$ cat src/rtl/mux_scan_pkg.sv
// Shared types and helpers for the registered N:1 scan selector.
// Latency: n/a (declarations only).
// Backpressure: n/a.
package mux_scan_pkg;

    typedef enum logic [1:0] {
        ST_OFF  = 2'd0,
        ST_MAN  = 2'd1,
        ST_SCAN = 2'd2
    } state_t;

    localparam logic MODE_MAN  = 1'b0;
    localparam logic MODE_SCAN = 1'b1;

    // Index width that never collapses to zero bits, even for n == 1.
    function automatic int sel_width(input int n);
        return (n > 1) ? $clog2(n) : 1;
    endfunction

endpackage

$ cat src/rtl/mux_scan_sel_mux_n1.sv
// Combinational CHANNELS:1 selector of WIDTH-bit lanes; indices past the last channel give zero.
// Latency: 0 cycles (pure combinational).
// Backpressure: none; output follows inputs continuously.
module mux_n1 #(
    parameter int WIDTH    = 1,
    parameter int CHANNELS = 4,
    parameter int SEL_W    = 2
) (
    input  logic [CHANNELS*WIDTH-1:0] data,
    input  logic [SEL_W-1:0]          sel,
    output logic [WIDTH-1:0]          y
);

    // Pick the lane whose index matches; unmatched (out-of-range) indices leave y at zero.
    always_comb begin
        y = '0;
        for (int k = 0; k < CHANNELS; k++) begin
            if (int'(sel) == k) begin
                y = data[k*WIDTH +: WIDTH];
            end
        end
    end

endmodule

$ cat src/rtl/mux_scan_sel.sv
// Registered N-channel selector with manual select and dwell-timed auto-scan, plus change/wrap strobes.
// Latency: 1 cycle from Sel/DateIn/Enable/Mode to every output.
// Backpressure: none; consumer must accept DateOut every cycle.
module mux_scan_sel
    import mux_scan_pkg::*;
#(
    parameter int WIDTH    = 1,
    parameter int CHANNELS = 4,
    parameter int SEL_W    = sel_width(CHANNELS),
    parameter int DWELL    = 4
) (
    input  logic                      Clk,
    input  logic                      Rst,
    input  logic [CHANNELS*WIDTH-1:0] DateIn,
    input  logic [SEL_W-1:0]          Sel,
    input  logic                      Enable,
    input  logic                      Mode,
    input  logic                      Hold,
    output logic [WIDTH-1:0]          DateOut,
    output logic [SEL_W-1:0]          CurSel,
    output logic                      ChanStrobe,
    output logic                      Wrap
);

    localparam int              CNT_W    = sel_width(DWELL);
    localparam logic [CNT_W-1:0] CNT_LAST = CNT_W'(DWELL - 1);
    localparam logic [SEL_W-1:0] CH_LAST  = SEL_W'(CHANNELS - 1);

    state_t           state_q;
    state_t           nxt_state;
    logic [SEL_W-1:0] cur_q;
    logic [SEL_W-1:0] nxt_cur;
    logic [CNT_W-1:0] cnt_q;
    logic [CNT_W-1:0] nxt_cnt;
    logic             nxt_stb;
    logic             nxt_wrap;
    logic [WIDTH-1:0] dout_q;
    logic             stb_q;
    logic             wrap_q;
    logic [WIDTH-1:0] mux_y;

    // The mux is driven by the index being loaded this edge, so DateOut and CurSel always agree.
    mux_n1 #(
        .WIDTH    (WIDTH),
        .CHANNELS (CHANNELS),
        .SEL_W    (SEL_W)
    ) u_mux (
        .data (DateIn),
        .sel  (nxt_cur),
        .y    (mux_y)
    );

    // Next-state, next-index, dwell counter and strobe decisions from the live inputs and previous state.
    always_comb begin
        nxt_state = ST_OFF;
        nxt_cur   = cur_q;
        nxt_cnt   = '0;
        nxt_stb   = 1'b0;
        nxt_wrap  = 1'b0;

        if (Enable) begin
            nxt_state = ST_OFF;
        end else if (Mode == MODE_SCAN) begin
            nxt_state = ST_SCAN;
        end else begin
            nxt_state = ST_MAN;
        end

        unique case (nxt_state)
            ST_MAN: begin
                nxt_cur = Sel;
                nxt_stb = (Sel != cur_q);
            end
            ST_SCAN: begin
                if (state_q == ST_MAN) begin
                    // Leaving manual restarts the scan from channel 0.
                    nxt_cur = '0;
                    nxt_stb = (cur_q != '0);
                end else if (state_q == ST_OFF) begin
                    // Re-enabling resumes on the retained channel with a fresh dwell.
                    nxt_cur = cur_q;
                end else if (Hold) begin
                    nxt_cnt = cnt_q;
                end else if (cnt_q == CNT_LAST) begin
                    nxt_cur  = (cur_q == CH_LAST) ? '0 : cur_q + SEL_W'(1);
                    nxt_stb  = 1'b1;
                    nxt_wrap = (cur_q == CH_LAST);
                end else begin
                    nxt_cnt = cnt_q + CNT_W'(1);
                end
            end
            default: begin
                nxt_cur = cur_q;
            end
        endcase
    end

    // State, index, counter and all outputs are registered; reset overrides everything.
    always_ff @(posedge Clk) begin
        if (Rst) begin
            state_q <= ST_OFF;
            cur_q   <= '0;
            cnt_q   <= '0;
            dout_q  <= '0;
            stb_q   <= 1'b0;
            wrap_q  <= 1'b0;
        end else begin
            state_q <= nxt_state;
            cur_q   <= nxt_cur;
            cnt_q   <= nxt_cnt;
            dout_q  <= (nxt_state == ST_OFF) ? '0 : mux_y;
            stb_q   <= nxt_stb;
            wrap_q  <= nxt_wrap;
        end
    end

    assign DateOut    = dout_q;
    assign CurSel     = cur_q;
    assign ChanStrobe = stb_q;
    assign Wrap       = wrap_q;

endmodule

$ cat config.mk
export PLATFORM = sky130hd
export DESIGN_NAME = mux_scan_sel
export DESIGN_NICKNAME = d
export VERILOG_FILES = /design/src/rtl/mux_scan_pkg.sv /design/src/rtl/mux_scan_sel_mux_n1.sv /design/src/rtl/mux_scan_sel.sv
export SDC_FILE = /design/constraint.sdc
export NUM_CORES = 1
export LEC_CHECK = 0
export CAP_MARGIN = 20
export CORE_UTILIZATION = 39
export DETAILED_ROUTE_END_ITERATION = 10
export PLACE_DENSITY = 0.71
export SLEW_MARGIN = 20
export SYNTH_ARGS = -nofsm -noshare
export SYNTH_HDL_FRONTEND = slang
export SYNTH_SLANG_ARGS = --single-unit
export TNS_END_PERCENT = 50
$ cat constraint.sdc
create_clock -name Clk -period 1.6 [get_ports Clk]
set_input_delay 0.24 -clock Clk [delete_from_list [all_inputs] [get_ports Clk]]
set_output_delay 0.24 -clock Clk [all_outputs]
set_load 0.02 [all_outputs]
# Word level (Yosys, flattened, before mapping)
# Cells that the tools add are included.
# W data, S select, Z words.
[word_totals]
elab_cells = 44
output_inout_bits = 5
romBits = 0
n_memories = 0
latch_bits = 0
register_bits = 9
ramBits = 0
[op_classes]
mux = 18
div_mod_pow = 0
reduce_logical = 7
addsub = 2
magnitude_cmp = 0
bitwise_logic = 2
n_mul = 0
n_eq_ne = 9
n_shift = 0
[op_table]
columns = ["cell", "count"]
rows = [
  ["$mux W2", 8],
  ["$eq A2 B2 Y1 const B", 5],
  ["$mux W1", 8],
  ["$eq A2 B1 Y1 const B", 3],
  ["$logic_not A2 Y1", 3],
  ["$reduce_or A6 Y1", 1],
  ["$add A2 B1 Y2 const B", 2],
  ["$pmux W2 S2", 1],
  ["$reduce_or A4 Y1", 1],
  ["$ne A2 B2 Y1", 1],
  ["$not A1 Y1", 2],
  ["$pmux W1 S2", 1],
  ["$reduce_bool A2 Y1", 1],
  ["$reduce_or A2 Y1", 1],
]

# Longest topological paths before layout
# Gate-level depths: netlist of the first run.
[depth]
word_depth = 12
ltp_mapped = 6

# By module
# Synthesis of the first run repeated with hierarchy kept, for this count alone.
[hier_totals]
cells_unflattened = 48
hier_area_um2 = 478.0
[by_module_without_submodules]
columns = ["mod", "area_each_um2", "n_inst", "cells_each", "seq_area_each_um2"]
rows = [
  ["mux_scan_sel", 455.4, 1, 47, 180.2],
  ["mux_n1", 22.5, 1, 1, 0.0],
]

# Least setup slack after synthesis of the first run
# OpenSTA, ideal clock, no wires.
[synth_timing]
path_kind = "reg2reg"
start = "register cur_q[0] (netlist: CurSel[0])"
end = "register dout_q (netlist: DateOut)"
n_path_buf = 0
stages_incl_launch_ff = 7
path_slack_ns = -0.144
period_less_slack_ns = 1.744
t_arrival_ns = 1.640
cell_sequence = "dfxtp_1 -> inv_1 -> ha_1 -> nor3b_2 -> nor3_4 -> mux2i_1 -> a2111oi_2"
[synth_via]
elab_chain_len = 12
elab_cells_between_ends = 16
classes_between = "add/sub: 1; eq/ne: 4; mux: 10; reduce/logical: 1"
[synth_rtl]
columns = ["item", "line", "source"]
rows = [
  ["start: declaration", "mux_scan_sel.sv:31", "logic [SEL_W-1:0] cur_q;"],
  ["start signal: assignment", "mux_scan_sel.sv:109", "cur_q <= nxt_cur;"],
  ["$add A2 B1 Y2 or $eq A2 B2 Y1 (tied branches)", "mux_scan_sel.sv:85", "nxt_cur = (cur_q == CH_LAST) ? '0 : cur_q + SEL_W'(1);"],
  ["$mux W2", "mux_scan_sel.sv:85", ""],
  ["$mux W2", "mux_scan_sel.sv:84", "end else if (cnt_q == CNT_LAST) begin"],
  ["$mux W2", "mux_scan_sel.sv:82", "end else if (Hold) begin"],
  ["$mux W2", "mux_scan_sel.sv:79", "end else if (state_q == ST_OFF) begin"],
  ["$mux W2", "mux_scan_sel.sv:75", "if (state_q == ST_MAN) begin"],
  ["$pmux W2 S2 (*)", "mux_scan_sel.sv:69", "unique case (nxt_state)"],
  ["$logic_not A2 Y1", "mux_scan_sel_mux_n1.sv:18", "if (int'(sel) == k) begin"],
  ["$mux W1 (3 in series)", "mux_scan_sel_mux_n1.sv:18", ""],
  ["$mux W1 (*)", "mux_scan_sel_mux_n1.sv:18", ""],
  ["end signal: assignment", "mux_scan_sel.sv:111", "dout_q <= (nxt_state == ST_OFF) ? '0 : mux_y;"],
  ["end: declaration", "mux_scan_sel.sv:37", "logic [WIDTH-1:0] dout_q;"],
]
# Mark *: on every way between the ends. The rest lies on a longest branch, timed or not.
# A chain may end at the register's enable or synchronous reset.

# Worst setup path after layout of the first run
[layout_timing]
start = "input Hold"
end = "register dout_q (netlist: DateOut)"
[layout_via]
elab_chain_len = 9
elab_cells_between_ends = 12
classes_between = "eq/ne: 3; mux: 8; reduce/logical: 1"
[layout_rtl]
columns = ["item", "line", "source"]
rows = [
  ["start: declaration", "mux_scan_sel.sv:18", "input logic Hold,"],
  ["$mux W2 (*)", "mux_scan_sel.sv:82", ""],
  ["$mux W2 (*)", "mux_scan_sel.sv:79", ""],
  ["$mux W2 (*)", "mux_scan_sel.sv:75", ""],
  ["$pmux W2 S2 (*)", "mux_scan_sel.sv:69", ""],
  ["$logic_not A2 Y1", "mux_scan_sel_mux_n1.sv:18", ""],
  ["$mux W1 (3 in series)", "mux_scan_sel_mux_n1.sv:18", ""],
  ["$mux W1 (*)", "mux_scan_sel_mux_n1.sv:18", ""],
]
# Marked as above.

==> results of run 1 <==
cell usage after synthesis, types with 2 or more instances:
| master | n |
|---|---|
| mux2i_1 | 2 |
| dfxtp_1 | 9 |
| ha_1 | 3 |
| nor2_1 | 6 |
| nor3_1 | 2 |
| buf_2 | 2 |
| xor2_1 | 2 |
| inv_1 | 2 |
worst paths after layout:
path / start / end / slack (ns)
worst min register to register: cnt_q[1] / cnt_q[1] / 0.53
worst max register to register: cnt_q[1] / DateOut / 0
worst min-delay path: cnt_q[1] / cnt_q[1] / 0.53
worst max-delay path: Hold / DateOut / -0.01
worst reg2reg max path, cell delays in order (launching register included):
cell and delay (ns):
dfxtp_2 0.35, ha_4 0.17, nand3b_4 0.08, a31o_2 0.26, a211oi_4 0.23, a211oi_1 0.09, a2111oi_2 0.31
stage by stage:
step	worst slack (ns)	util, %	area (um^2)	total power, mW
after floorplan	0.00390	-	536	0.298
after global placement	-0.276	66.9	783	0.361
after detailed placement	-0.276	66.9	783	0.362
after CTS	-0.00231	69.2	811	0.538
after global routing	-0.0980	69.4	813	0.561
final	-0.0104	69.4	813	0.527
registers in the layout (all words and copies together), names as in the netlist:
| register | count |
|---|---|
| CurSel | 2 |
| cnt_q | 2 |
| state_q | 2 |
| ChanStrobe | 1 |
| DateOut | 1 |
| Wrap | 1 |
final cells by class:
type / count / area (um^2)
Inverter: 2 / 7.51
Clock buffer: 4 / 26.3
Timing Repair Buffer: 27 / 241
Tap cell: 14 / 17.5
Fill cell: 93 / 358
Multi-Input combinational cell: 37 / 333
Sequential cell: 9 / 188
metal layers:
layer	track usage, %	wire [um]
met5	0	0
met4	6.03	0
met3	8.72	69
met2	32.6	559
met1	21.3	492
cell families (layout without fill, tap and decap cells):
| family | after synthesis | after routing | share of synthesized area (%) |
|---|---|---|---|
| XOR/XNOR | 2 | 2 | 3.38 |
| flip-flops | 9 | 9 | 34.8 |
| AND/OR/NAND/NOR | 21 | 21 | 30.4 |
| multiplexers | 2 | 2 | 3.86 |
| AO/OA/AOI/OAI | 9 | 9 | 16.9 |
| buffers and inverters | 4 | 33 | 3.38 |
| adder cells (fa/ha/maj) | 3 | 3 | 7.25 |
what timing repair did:
action                                 4_1_cts  5_1_grt
resized for setup                            3        1
setup endpoints to repair                    1        2
cloned                                       0        0
setup buffers                                0        0
endpoints found under the hold margin        0        0
power by group through the flow:
stage                     Clock [mW]  Sequential [mW]  Combinational [mW]
after floorplan                    0            0.250              0.0479
after global placement             0            0.243               0.119
after detailed placement           0            0.243               0.120
after CTS                      0.181            0.238               0.119
after global routing           0.194            0.238               0.129
final                          0.171            0.238               0.118
==> flow_summary.toml, run 1 <==
[detailed_routing]
drc = 0
firstDrtPassIters = 4
wl_um = 1120
vias = 471
vias_per_cell = 5.06
drtAntennaViolNets = 0
wire_per_inst_um = 12.1
first_iter_violations = 14

[finish]
drive_gt1_share_pct = 35.4
antenna_cells = 0
layout.cells.most_common_list = "13 x clkdlybuf4s50_1, 12 x buf_4, 6 x nor2_1, 5 x dfxtp_1"
layout_commonest_cell = "clkdlybuf4s50_1"
stdcell_count = 93
fin_nets = 94
syn_to_final_growth_pct = 57.0

[synth]
yosys.area.top_type = "dfxtp_1"
yosys-top-cells-area = "dfxtp_1 35%, ha_1 7.2%, nor2_1 4.3%, a211oi_4 3.9%, mux2i_1 3.9%"
yosysUniqueCellTypes = 30
ys_seq_area_share_pct = 34.8
async_reset_ff_share_pct = 0
synth_warnings = 0
synth_top_flop_cell = "dfxtp_1"
avgSynthCellArea_um2 = 10.4
syn_area_um2 = 518
synth_seq_cells = 9
synth_fp_nets = 64
syn_inst = 50
synth_edf_count = 0
synth_top_cell_area_share_pct = 34.8

[setup_path]
worstSetupStartpointType = "input pin"
critical-path-top-delay-family = "compound AO/OA/AOI/OAI gates"
crit_chain = "clkdlybuf4s50_1, nand3b_4, a31o_2, a211oi_4, a211oi_1, a2111oi_2"
cp.required_ns = 1.76
reg2regPathDepth = 6
crit_path_max_incr_delay_ns = 0.45
crit_type = "input pin to flip-flop"
crit_cells = 6
worst_setup_path_end_kind = "flip-flop"
cp_slowest_cell = "clkdlybuf4s50_1"
crit_buf_inv = 1
worstPathMaxFanout = 3
arrival_ns = 1.77

[floorplan]
core_um2 = 1170
start_util_pct = 44.2
die_area_um2 = 1480
rows = 12
ioPinCount = 16
die_h_um = 38.4
die_x_um = 38.4

[power_and_ir_drop]
seq_power_share_pct = 45.2
power.switching_uw = 129
clockPowerShare_pct = 32.4
p_int_uw = 398
p_comb_share_pct = 22.5
ir_drop_v = 0.000492
p_sw_share_pct = 24.5
cellPowerDensity_nw_per_um2 = 648
leakagePower_nw = 0.366

[global_route]
grt_max_degree = 9
grt_usage_pct = 19.2
grt_pass1_wl_um = 1880
antenna_found_initial = 0
grt_pass1_vias = 461
overflow = 0

[cts]
cts_tree = "done"
clock_sink_count = 9
path_clk_slew_ns = 0.06
cts-root-buf = "clkbuf_4"
clk_path_buf_depth = 2
cts_made_buffers = 3
cts_max_level = 1
cts_hold_buf = 0
clkLatencyLatePin_ns = 0.26

[place]
dp_hpwl_um = 919
place.gp.congestion = 0.825
portBuffers = 15
place_inst = 89

[sta]
period_share_pct = 101
holdWs_ns = 0.529
grt_setup_unrepaired = "yes"
finalHoldViolations = 0
setup_violations = 1
fin_skew_ns = 0.000944
worstMarginPinSlew_ns = 0.308
slew_violations = 0
relSlewSlack_pct = 79.4
fin_tns_setup_ns = -0.0104
clock.fmax_ghz = 0.621
fin_ws_ns = -0.0104
period_minus_slack_ns = 1.61

[worst_hold_path]
min_path_type = "flip-flop to flip-flop"
holdPathStages = 2

[outcome]
violations = "setup timing"
status = "finished with violations"

[run]
drv_cap = 0
No activity file was read; power rests on OpenSTA's default activity.
==> run 2: changes to the inputs <==
--- a/config.mk
+++ b/config.mk
@@ -8,7 +8,9 @@
 export CAP_MARGIN = 20
 export CORE_UTILIZATION = 39
 export DETAILED_ROUTE_END_ITERATION = 10
+export MAX_ROUTING_LAYER = met4
 export PLACE_DENSITY = 0.71
+export SKIP_LAST_GASP = 1
 export SLEW_MARGIN = 20
 export SYNTH_ARGS = -nofsm -noshare
 export SYNTH_HDL_FRONTEND = slang
==> run 2 against run 1 <==
Net effect:
- the run now ends clean
- clock-buffer cell count unchanged
- flip-flop and latch count unchanged
- cell count is the same
- critical endpoint unchanged
- clock power about the same
- wire length increased by 0.45%
- highest routed layer is now met4
==> flow_summary.toml, run 2 (synthesis gave the netlist of run 1 again) <==
[outcome]
status = "finished, final reports clean"

[cts]
cts_max_level = 1
path_clk_slew_ns = 0.06
clkLatencyLatePin_ns = 0.26
post_cts_buffers = 0
cts-root-buf = "clkbuf_4"
clk_path_buf_depth = 2
cts_tree = "done"
clock_sink_count = 9
cts_made_buffers = 3

[detailed_routing]
firstDrtPassIters = 4
drtAntennaViolNets = 0
wl_um = 1130
vias_per_cell = 5.01
vias = 466
drc = 0
wire_per_inst_um = 12.1
first_iter_violations = 9

[sta]
clock.fmax_ghz = 0.626
finalHoldViolations = 0
slew_violations = 0
setup_violations = 0
period_minus_slack_ns = 1.60
relSlewSlack_pct = 79.2
fin_skew_ns = 0.00143
worstMarginPinSlew_ns = 0.312
grt_setup_unrepaired = "yes"
period_share_pct = 99.9

[global_route]
grt_pass1_vias = 460
grt_usage_pct = 19.7
grt_pass1_wl_um = 1880
grt_max_degree = 9
antenna_found_initial = 0
overflow = 0

[floorplan]
core_um2 = 1170
ioPinCount = 16
die_area_um2 = 1480
rows = 12
start_util_pct = 44.2
die_h_um = 38.4
die_x_um = 38.4

[power_and_ir_drop]
total_power_uw = 528
leakagePower_nw = 0.349
cellPowerDensity_nw_per_um2 = 651
ir_drop_v = 0.000495

[finish]
fillers = 94
multi_input_area_um2 = 333
drive_gt1_share_pct = 35.4
antenna_cells = 0
fin_util_pct = 69.2
fin_nets = 94
seqCellArea_um2 = 188
layout_commonest_cell = "clkdlybuf4s50_1"
syn_to_final_growth_pct = 56.5
layout.cells.most_common_list = "14 x clkdlybuf4s50_1, 12 x buf_4, 6 x nor2_1, 5 x dfxtp_1"

[worst_hold_path]
min_path_type = "flip-flop to flip-flop"

[setup_path]
worstPathMaxFanout = 5
cp.required_ns = 1.76
worst_setup_path_end_kind = "flip-flop"
arrival_ns = 1.76
worstSetupStartpointType = "flip-flop"
crit_type = "flip-flop to flip-flop"

[run]
drv_cap = 0

[place]
portBuffers = 15
dp_hpwl_um = 919
place.gp.congestion = 0.837
==> run 2: cell count changes in the layout (fill, tap and decap cells not counted), sizes merged <==
| cell | change |
|---|---|
| dlymetal6s2s | -1 |
| clkdlybuf4s50 | +1 |
==> run 2: metrics by stage <==
stage          std cells  setup WS (ns)  hold slack, ns  area, um^2  TNS (ns)
2_1_floorplan         50        0.00390           0.303         536         0
3_3_place_gp          89         -0.276           0.552         783    -0.338
3_5_place_dp          89         -0.276           0.560         783    -0.333
4_1_cts               93       -0.00231           0.539         811  -0.00231
5_1_grt               93        -0.0980           0.581         811   -0.0983
6_report              93        0.00167           0.529         811         0
==> run 2: area by class of cell <==
type                    instances  share of cell area, %
multi-input cells              37                   41.0
well taps                      14                   2.16
clock buffers                   4                   3.24
flip-flops and latches          9                   23.1
inverters                       2                  0.926
repair buffers                 27                   29.5
==> run 2: layer usage <==
metal	GRT usage [%]	wire length, um
met1	21.3	486
met2	32.6	568
met3	8.72	61
met4	6.03	9
met5	-	0
==> run 2: timing repair <==
action,4_1_cts,5_1_grt
pin swaps,0,0
hold buffers,0,0
gates resized for setup,3,0
endpoints found under the setup margin,1,2
cloned,0,0
==> run 2: worst max-delay path, stage by stage, from the launching register on <==
cell	delay, ns
dfxtp_4	0.37
inv_1	0.05
ha_1	0.29
nor3b_2	0.18
nor3_4	0.17
mux2i_1	0.11
a2111oi_2	0.34
==> run 2: path summary, 6_finish.rpt <==
kind | depth (start not counted) | slack [ns] | end | start
setup reg to reg | 6 | 0.002 | DateOut | CurSel[0]
setup / recovery | 6 | 0.002 | DateOut | CurSel[0]
hold reg to reg | 2 | 0.53 | cnt_q[1] | cnt_q[1]
hold / removal | 2 | 0.53 | cnt_q[1] | cnt_q[1]
==> run 2: power breakdown <==
part	internal [mW]	leakage, nW	switching, mW
logic	0.0712	0.258	0.0479
registers	0.231	0.0755	0.00664
clock network	0.0958	0.0150	0.0748
